[config.mk]
export PLATFORM = sky130hd
export DESIGN_NAME = pe_ws_dbuf
export DESIGN_NICKNAME = d
export VERILOG_FILES = /design/src/rtl/tpu_pkg.sv /design/src/rtl/pe_mul_ext.sv /design/src/rtl/pe_ws_dbuf.sv
export SDC_FILE = /design/constraint.sdc
export NUM_CORES = 1
export LEC_CHECK = 0
export CORE_ASPECT_RATIO = 2
export CORE_MARGIN = 1.5
export CORE_UTILIZATION = 57
export CTS_CLUSTER_DIAMETER = 40
export DETAILED_ROUTE_END_ITERATION = 10
export HOLD_SLACK_MARGIN = 0.02
export PLACE_DENSITY_LB_ADDON = 0.15
export SKIP_CTS_REPAIR_TIMING = 1
export SLEW_MARGIN = 20
export SYNTH_ARGS = -nofsm -noshare
export SYNTH_HDL_FRONTEND = slang
export SYNTH_SLANG_ARGS = --single-unit
[constraint.sdc]
create_clock -name clk -period 6.56 [get_ports clk]
set_input_delay 0.984 -clock clk [delete_from_list [all_inputs] [get_ports clk]]
set_output_delay 0.984 -clock clk [all_outputs]
set_load 0.02 [all_outputs]
[src/rtl/tpu_pkg.sv]
// ---------------------------------------------------------------------------
// tpu_pkg
// Purpose : Shared definitions for the TPU systolic-array processing elements.
//           Default operand / partial-sum widths and the per-operation
//           arithmetic mode used by every PE in the array.
// Contents: TPU_ACT_W, TPU_WGT_W, TPU_PSUM_W  default widths
//           pe_mode_e                         PE_UNSIGNED / PE_SIGNED
// ---------------------------------------------------------------------------
package tpu_pkg;

    localparam int TPU_ACT_W  = 8;
    localparam int TPU_WGT_W  = 8;
    localparam int TPU_PSUM_W = 32;

    // Encoding matches the raw signed_mode pin so a plain cast converts it.
    typedef enum logic {
        PE_UNSIGNED = 1'b0,
        PE_SIGNED   = 1'b1
    } pe_mode_e;

endpackage

[src/rtl/pe_mul_ext.sv]
// ---------------------------------------------------------------------------
// pe_mul_ext
// Purpose : Stage-1 multiplier of the weight-stationary PE. Registers
//           i_act * i_wgt and extends the (ACT_W+WGT_W)-bit product to
//           PSUM_W bits, sign-extending in PE_SIGNED mode and zero-extending
//           in PE_UNSIGNED mode.
// Ports   : clk     in  clock, rising edge
//           rst_n   in  synchronous active-low reset
//           i_en    in  load a new product this cycle
//           i_act   in  [ACT_W]  activation operand
//           i_wgt   in  [WGT_W]  weight operand
//           i_mode  in  pe_mode_e operand interpretation
//           o_prod  out [PSUM_W] registered, extended product
// ---------------------------------------------------------------------------
module pe_mul_ext
    import tpu_pkg::*;
#(
    parameter int ACT_W  = TPU_ACT_W,
    parameter int WGT_W  = TPU_WGT_W,
    parameter int PSUM_W = TPU_PSUM_W
) (
    input  logic              clk,
    input  logic              rst_n,
    input  logic              i_en,
    input  logic [ACT_W-1:0]  i_act,
    input  logic [WGT_W-1:0]  i_wgt,
    input  pe_mode_e          i_mode,
    output logic [PSUM_W-1:0] o_prod
);

    localparam int PROD_W = ACT_W + WGT_W;

    logic              w_isSigned;
    logic [PROD_W-1:0] w_actExt;
    logic [PROD_W-1:0] w_wgtExt;
    logic [PROD_W-1:0] w_prod;
    logic [PSUM_W-1:0] w_prodExt;
    logic [PSUM_W-1:0] r_prod;

    assign w_isSigned = (i_mode == PE_SIGNED);

    // Extending both operands to the full product width and keeping the low
    // PROD_W bits of the product gives the exact result for both modes, so a
    // single unsigned multiplier serves signed and unsigned operations.
    assign w_actExt = {{WGT_W{w_isSigned & i_act[ACT_W-1]}}, i_act};
    assign w_wgtExt = {{ACT_W{w_isSigned & i_wgt[WGT_W-1]}}, i_wgt};
    assign w_prod   = w_actExt * w_wgtExt;

    // Widen the product to the partial-sum width according to the op's mode.
    always_comb begin
        w_prodExt = PSUM_W'(w_prod);
        if (w_isSigned) begin
            w_prodExt = PSUM_W'($signed(w_prod));
        end
    end

    // Product register; only loads for valid operations.
    always_ff @(posedge clk) begin
        if (!rst_n) begin
            r_prod <= '0;
        end else if (i_en) begin
            r_prod <= w_prodExt;
        end
    end

    assign o_prod = r_prod;

endmodule

[src/rtl/pe_ws_dbuf.sv]
// ---------------------------------------------------------------------------
// pe_ws_dbuf
// Purpose : Weight-stationary MAC processing element with a double-buffered
//           weight. A shadow weight is filled through a daisy chain
//           (wgt_in -> shadow -> wgt_out) and copied into the active weight
//           by wgt_swap in one cycle. Two-stage valid-qualified pipeline:
//           stage 1 multiplies, stage 2 adds the incoming partial sum.
//           The arithmetic mode (signed/unsigned) travels with each op.
// Config  : `define PE_SATURATE_EN to clamp overflowing stage-2 results per
//           the op's mode and raise the sticky ovf flag (cleared by
//           ovf_clr, set wins). Without it sums wrap and ovf is tied 0.
// Ports   : clk, rst_n                    clock / sync active-low reset
//           wgt_shift_en, wgt_in, wgt_out weight chain (shadow register)
//           wgt_swap                      shadow -> active copy
//           act_valid_in, act_in, psum_in, signed_mode   operation input
//           act_valid_out, act_out        activation forwarded (latency 1)
//           psum_valid_out, psum_out      psum_in + act*weight (latency 2)
//           ovf, ovf_clr                  sticky saturation flag and clear
// ---------------------------------------------------------------------------
module pe_ws_dbuf
    import tpu_pkg::*;
#(
    parameter int ACT_W  = TPU_ACT_W,
    parameter int WGT_W  = TPU_WGT_W,
    parameter int PSUM_W = TPU_PSUM_W
) (
    input  logic              clk,
    input  logic              rst_n,
    input  logic              wgt_shift_en,
    input  logic [WGT_W-1:0]  wgt_in,
    output logic [WGT_W-1:0]  wgt_out,
    input  logic              wgt_swap,
    input  logic              act_valid_in,
    input  logic [ACT_W-1:0]  act_in,
    input  logic [PSUM_W-1:0] psum_in,
    input  logic              signed_mode,
    output logic              act_valid_out,
    output logic [ACT_W-1:0]  act_out,
    output logic              psum_valid_out,
    output logic [PSUM_W-1:0] psum_out,
    output logic              ovf,
    input  logic              ovf_clr
);

    if (PSUM_W < ACT_W + WGT_W) begin : g_badWidth
        $error("pe_ws_dbuf: PSUM_W must be >= ACT_W + WGT_W");
    end

    pe_mode_e          w_mode;
    logic [WGT_W-1:0]  r_shadowWgt;
    logic [WGT_W-1:0]  r_activeWgt;
    logic [ACT_W-1:0]  r_actOut;
    logic              r_actValidOut;
    logic [PSUM_W-1:0] r_psumS1;
    pe_mode_e          r_modeS1;
    logic              r_validS1;
    logic [PSUM_W-1:0] w_prodS1;
    logic [PSUM_W-1:0] w_result;
    logic [PSUM_W-1:0] r_psumOut;
    logic              r_psumValidOut;

    assign w_mode = pe_mode_e'(signed_mode);

    // Weight double buffer. A swap copies the pre-edge shadow, so shifting
    // and swapping in the same cycle moves the old shadow into the active
    // register while the chain keeps advancing.
    always_ff @(posedge clk) begin
        if (!rst_n) begin
            r_shadowWgt <= '0;
            r_activeWgt <= '0;
        end else begin
            if (wgt_shift_en) begin
                r_shadowWgt <= wgt_in;
            end
            if (wgt_swap) begin
                r_activeWgt <= r_shadowWgt;
            end
        end
    end

    // Stage 1: the multiplier samples the active weight as it stood before
    // this edge; psum and mode are carried alongside so the op is
    // self-contained when it reaches stage 2.
    pe_mul_ext #(
        .ACT_W  (ACT_W),
        .WGT_W  (WGT_W),
        .PSUM_W (PSUM_W)
    ) u_mul (
        .clk    (clk),
        .rst_n  (rst_n),
        .i_en   (act_valid_in),
        .i_act  (act_in),
        .i_wgt  (r_activeWgt),
        .i_mode (w_mode),
        .o_prod (w_prodS1)
    );

    always_ff @(posedge clk) begin
        if (!rst_n) begin
            r_psumS1      <= '0;
            r_modeS1      <= PE_UNSIGNED;
            r_validS1     <= 1'b0;
            r_actOut      <= '0;
            r_actValidOut <= 1'b0;
        end else begin
            r_validS1     <= act_valid_in;
            r_actValidOut <= act_valid_in;
            if (act_valid_in) begin
                r_psumS1 <= psum_in;
                r_modeS1 <= w_mode;
                r_actOut <= act_in;
            end
        end
    end

`ifdef PE_SATURATE_EN
    logic [PSUM_W:0] w_sum;
    logic            w_clamp;
    logic            r_ovf;

    // Widened add: the extra bit is the unsigned carry-out. Signed overflow
    // shows up as two same-signed operands producing a differently-signed sum.
    assign w_sum = {1'b0, r_psumS1} + {1'b0, w_prodS1};

    always_comb begin
        w_result = w_sum[PSUM_W-1:0];
        w_clamp  = 1'b0;
        if (r_modeS1 == PE_SIGNED) begin
            if ((r_psumS1[PSUM_W-1] == w_prodS1[PSUM_W-1]) &&
                (w_sum[PSUM_W-1] != r_psumS1[PSUM_W-1])) begin
                w_clamp  = 1'b1;
                w_result = r_psumS1[PSUM_W-1] ? {1'b1, {(PSUM_W-1){1'b0}}}
                                              : {1'b0, {(PSUM_W-1){1'b1}}};
            end
        end else if (w_sum[PSUM_W]) begin
            w_clamp  = 1'b1;
            w_result = '1;
        end
    end

    // Sticky overflow: a clamp in the same cycle as a clear keeps it set.
    always_ff @(posedge clk) begin
        if (!rst_n) begin
            r_ovf <= 1'b0;
        end else if (r_validS1 && w_clamp) begin
            r_ovf <= 1'b1;
        end else if (ovf_clr) begin
            r_ovf <= 1'b0;
        end
    end

    assign ovf = r_ovf;
`else
    logic w_unusedOvfClr;

    assign w_result       = r_psumS1 + w_prodS1;
    assign ovf            = 1'b0;
    assign w_unusedOvfClr = ovf_clr;
`endif

    // Stage 2: psum_out holds across bubbles; only the valid drops.
    always_ff @(posedge clk) begin
        if (!rst_n) begin
            r_psumOut      <= '0;
            r_psumValidOut <= 1'b0;
        end else begin
            r_psumValidOut <= r_validS1;
            if (r_validS1) begin
                r_psumOut <= w_result;
            end
        end
    end

    assign wgt_out        = r_shadowWgt;
    assign act_out        = r_actOut;
    assign act_valid_out  = r_actValidOut;
    assign psum_out       = r_psumOut;
    assign psum_valid_out = r_psumValidOut;

endmodule

# Word level (Yosys, flattened, before mapping)
# Index checks and enable logic that the tools add are counted.
# classes
bitwise	2
mux	1
n_addsub	1
multipliers	1
# ops
operator	count
adder 32 bit	1
2-to-1 mux 32 bit	1
multiplier 9 x 9 -> 16 bit	1
AND 1 bit	2
# word_totals
register_bits	122
out_inout_bits	51
input_bits	55
word_cells	13

# Logic depth before layout (Yosys ltp)
# depth
word_depth	3
ltp_mapped	21
mapped_depth_nobuf	20

# Modules after synthesis
# Synthesis repeated with hierarchy kept, for this count alone.
# unflattened
hier_cells	917
hier_area_um2	8458.1
# modules_own_cells
module	cells_per_inst	seq_area_each_um2	area_each_um2	instances
pe_ws_dbuf	512	1801.7	4923.5	1
pe_mul_ext	405	340.3	3534.6	1

# Least setup slack after synthesis
# No wires, ideal clock.
# synth_timing
kind	input to register
start	input signed_mode
end	register u_mul.r_prod[30], in the netlist u_mul.o_prod[30]
path_stages	19
setup_ns	0.117
arrival_time_ns	5.685
n_path_buf	0
required_ns	6.443
setup_slack_ns	0.758
cell_sequence	nand2_1 > or2_2 > fa_1 > fa_1 > inv_1 > fa_1 > inv_1 > fa_1 > inv_1 > fa_1 > ha_1 > a21oi_1 > o21bai_1 > a21oi_1 > o21bai_1 > a21o_1 > a31oi_1 > xor2_1 > a32o_1
# synth_via
elab_chain_cells	3
word_cells_on_any_way	4
cone_classes	1 x mul; 1 x mux; 2 x bitwise
# synth_rtl
item	line_no	rtl
start: declaration	pe_ws_dbuf.sv:36	input logic signed_mode,
AND 1 bit, on equally long branches	pe_mul_ext.sv:45, pe_mul_ext.sv:46	
multiplier 9 x 9 -> 16 bit	pe_mul_ext.sv:47	assign w_prod = w_actExt * w_wgtExt;
2-to-1 mux 32 bit *	pe_mul_ext.sv:52	if (w_isSigned) begin
end signal: assignment	pe_mul_ext.sv:62	r_prod <= w_prodExt;
end: declaration	pe_mul_ext.sv:38	logic [PSUM_W-1:0] r_prod;
# Mark *: on every way between the ends. The rest lies on a longest branch, timed or not.
# A chain may end at the register's enable or synchronous reset.

# Final worst setup path
# layout_timing
start	input act_in[0]
end	register u_mul.r_prod[30], in the netlist u_mul.o_prod[30]
# layout_via
elab_chain_cells	2
# layout_rtl
item	line_no	rtl
start: declaration	pe_ws_dbuf.sv:34	input logic [ACT_W-1:0] act_in,
multiplier 9 x 9 -> 16 bit	pe_mul_ext.sv:47	
2-to-1 mux 32 bit	pe_mul_ext.sv:52	
# No other way between the ends.

==> results list <==
- Result of the run: complete, no violations
- The kind of cell with the highest combined delay along the critical path is adder cells.
- Horizontal die dimension: 87.7 um
* CTS clock-pin slew for the worst setup and hold paths: 80 ps
- Sort of element at the end of the critical path: register
* Avg Vias per Cell: 5.37
* Number of placed I/O pins: 106
- Cell seen most often among critical-path stages: fa_1
- Global Route Usage Sum: 0.261
- In this run, synthesis produced a sequential element count of 107.
- Area growth, synth to finish: 18.4%
* Measured slew at the worst slew-check pin: 958 ps
* Slowest cell on the critical path: clkdlybuf4s50_1
- Final Net Count: 1,137
* Post-layout min period: 6200 ps
- Chip Height: 172 um
- The clock arrives with 14.7 ps of skew.
* Part of the Yosys area used for sequential elements: 0.262
- H-tree level count: 3
* Chain of cells forming the critical path: clkdlybuf4s50_1 -> or2_2 -> fa_1 -> fa_1 -> inv_1 -> fa_1 -> inv_1 -> fa_1 -> inv_1 -> fa_1 -> ha_1 -> a21oi_1 -> o21bai_1 -> a21oi_1 -> o21bai_1 -> a21o_1 -> a31oi_1 -> xor2_1 -> a32o_1
* Relative slew slack: 0.361
- DRT Pass-1 Iters: 4
- Final routed wire length divided by cell count: 16.0 um
- Post-synthesis cell area: 8170 um^2
* Antenna-violating nets left: 0
* Cell count after placement: 1,132
- Data required time of the worst path: 6800 ps
* Effective utilization at floorplan: 0.585
- Counting every sink on the clock net gives 107.
* Bufs on Longest Clock Path: 2
- Wire length of the first global-routing pass: 30,400 um
- Counting every net in the synthesized netlist gives 1,053.
- Leakage power figure: 4.50 nW
- Async set-reset flop share out of synthesis: 0
* Final setup viols: 0
* GPL Wtd Cong: 0.888
* Worst hold-check path type: register to register
- The number of antenna diodes in the final layout is 0.
- Post-Route Hold Slack: 455 ps
- Detailed router's first-iteration violation count: 198
- Port buffering added 103 buffers.
- Summed over all layers, the routed wires come to 18,400 um.
* Critical path arrival: 6440 ps
- Core area: 14,000 um^2
* Total of max-cap violations: 0
- For this run, the slowest stage of the critical path takes 550 ps.
* Largest voltage drop on the vdd net: 0.000135 V
- Post-synthesis cell count: 870
- Detailed placement finished with a half-perimeter wire length of 14,600 um.
- Category of the critical setup timing path: input port to register
- The number of antenna violations at the first check in global routing came to 0.
* Worst Setup Start Kind: input port
- Setup repair after global routing missed its margin: false
- Maximum number of pins on one net before global-route repair: 74
* Area of the multi-input gates: 5530 um^2
* Cell row count: 61
* Count of flip-flops with a built-in enable after synthesis: 0
* TritonCTS clock tree: yes
- Fraction of layout instances using a drive strength above 1: 0.0438
* Clock latency at the later pin of the worst-skew pair: 350 ps
- For this run the aggregate overflow at the end of global routing stands at 0.
- Via count: 6,164
- For this run, the leading register cell type out of synthesis is dfxtp_1.
- Each instance of the synthesized netlist takes up on average 9.39 um^2.
- The total count of hold-check failures in the final report came to 0.
- The floorplan step defined a die boundary enclosing 15,100 um^2.
- The number of buffers and inverters on the critical path is 4.
- Along the worst path, the maximum fanout reaches 7.
- For this design the ratio of total power to cell area is 168 nW/um^2.
- For this run, design rule violations remaining after detail routing come to 0.
- In the final layout, flip-flops and latches occupy 2140 um^2.
* Distinct cells, synth: 54
- Number of global-route vias before repair: 6,781
- Yosys warnings: 0
- In this run the clock root is driven by a clkbuf_16.
* Post-Layout Cell Count: 1,147
- Derived from the worst setup path, the maximum achievable clock frequency is 161 MHz.
* Final Max Slew Viols: 0
- Crit share post-route: 0.946
- Filler Cell Count: 1,137
- Total clock buffers created by CTS: 9
registers in the layout, summed over array words and instances, names as in the netlist:
| signal | count |
|---|---|
| wgt_out | 8 |
| r_activeWgt | 8 |
| psum_valid_out | 1 |
| u_mul.o_prod | 17 |
| r_validS1 | 1 |
| act_out | 8 |
| r_psumS1 | 32 |
| psum_out | 32 |
logic make-up (layout without fill, tap and decap cells):
logic type | after synthesis | in the layout | share of synthesized area
and+or+nand+nor | 257 | 257 | 0.173
buffers and inverters | 132 | 220 | 0.0614
adders and majority gates | 128 | 128 | 0.255
AOI/OAI and AO/OA | 111 | 111 | 0.0908
DFF | 107 | 107 | 0.262
muxes | 90 | 90 | 0.110
xor gates and xnor gates | 44 | 44 | 0.0472
other | 1 | 1 | 0.000459
power by group:
group | switching (W) | total, W | internal [W]
Combinational | 0.000175 | 0.000343 | 0.000168
Clock | 0.000265 | 0.000569 | 0.000304
Sequential | 0.0000272 | 0.000710 | 0.000683
worst reg2reg max path: stages (launching register included):
cell	delay, ps
dfxtp_1	580
nand2_1	120
or2_2	310
fa_1	510
fa_1	550
inv_1	60
fa_1	550
inv_1	60
fa_1	530
inv_1	50
fa_1	450
ha_1	340
a21oi_1	220
o21bai_1	100
a21oi_1	240
o21bai_1	100
a21o_1	200
a31oi_1	200
xor2_1	110
a32o_1	270
metal layers:
metal / GRT usage / vias to the layer above / share of wire
li1: - / 3020 / -
met1: 0.241 / 2943 / 0.35
met2: 0.532 / 136 / 0.59
met3: 0.0267 / 65 / 0.019
met4: 0.131 / 0 / 0.044
met5: 0 / - / 0
metrics by stage:
| step | TNS (ps) | total power (W) | util | instance area [um^2] | setup WS, ps |
|---|---|---|---|---|---|
| finish | 0 | 0.00162 | 0.692 | 9670 | 356 |
| global route | 0 | 0.00170 | 0.692 | 9670 | 152 |
| CTS | 0 | 0.00164 | 0.692 | 9670 | 337 |
| detailed placement | -24.9 | 0.00107 | 0.670 | 9360 | -24.9 |
| global placement | 0 | 0.00106 | 0.670 | 9360 | 85.2 |
| floorplan | 0 | 0.000951 | - | 8170 | 758 |
area by class of cell:
type                       count  share of cell area
clock buffer                   9              0.0233
inverter                      89              0.0345
sequential                   107               0.222
tap                          189              0.0245
timing repair buffer         116               0.116
clock inverter                 6             0.00893
multi-input combinational    631               0.571
cell usage in the layout (no fill, tap or decap), types with 3 or more instances in the layout:
master / count
a21oi_2: 3
o211a_1: 4
ha_1: 64
fa_1: 64
a21oi_1: 33
nand3_1: 13
o21ai_0: 15
nor2b_1: 96
o211ai_1: 5
dfxtp_1: 106
buf_4: 14
xor2_1: 12
xnor2_1: 32
nor2_1: 15
and3_1: 8
and2_1: 35
nand2b_1: 6
clkbuf_16: 9
a21o_1: 14
o21ai_1: 4
clkdlybuf4s50_1: 101
o21a_1: 4
nand4_1: 5
nand3b_1: 7
a31oi_1: 8
o21bai_1: 5
mux2i_1: 89
nand2_1: 63
inv_1: 89
path summary, 6_finish.rpt:
check / startpoint / endpoint / slack, ps / depth (start not counted)
setup / recovery: act_in[0] / u_mul.o_prod[30]$_SDFFE_PN0P_ / 360 / 19
hold / removal: psum_out[29]$_SDFFE_PN0P_ / psum_out[29]$_SDFFE_PN0P_ / 460 / 2
setup reg to reg: r_activeWgt[7]$_SDFFE_PN0P_ / u_mul.o_prod[30]$_SDFFE_PN0P_ / 910 / 19
hold reg to reg: psum_out[29]$_SDFFE_PN0P_ / psum_out[29]$_SDFFE_PN0P_ / 460 / 2
synth_stat cells, types with 4 or more instances:
cell / instances / share of area
a21o_1: 14 / 0.013
a21oi_1: 33 / 0.020
a31oi_1: 8 / 0.0061
and2_1: 35 / 0.027
and3_1: 8 / 0.0061
buf_1: 9 / 0.0041
clkbuf_1: 31 / 0.014
dfxtp_1: 107 / 0.26
fa_1: 64 / 0.16
ha_1: 64 / 0.098
inv_1: 89 / 0.041
mux2i_1: 89 / 0.11
nand2_1: 63 / 0.029
nand2b_1: 6 / 0.0046
nand3_1: 13 / 0.0080
nand3b_1: 7 / 0.0064
nand4_1: 5 / 0.0038
nor2_1: 15 / 0.0069
nor2b_1: 96 / 0.074
o211a_1: 4 / 0.0049
o211ai_1: 5 / 0.0046
o21a_1: 4 / 0.0037
o21ai_0: 15 / 0.0092
o21ai_1: 4 / 0.0025
o21bai_1: 5 / 0.0046
xnor2_1: 32 / 0.034
xor2_1: 12 / 0.013
Power figures use the tool's default switching activity.
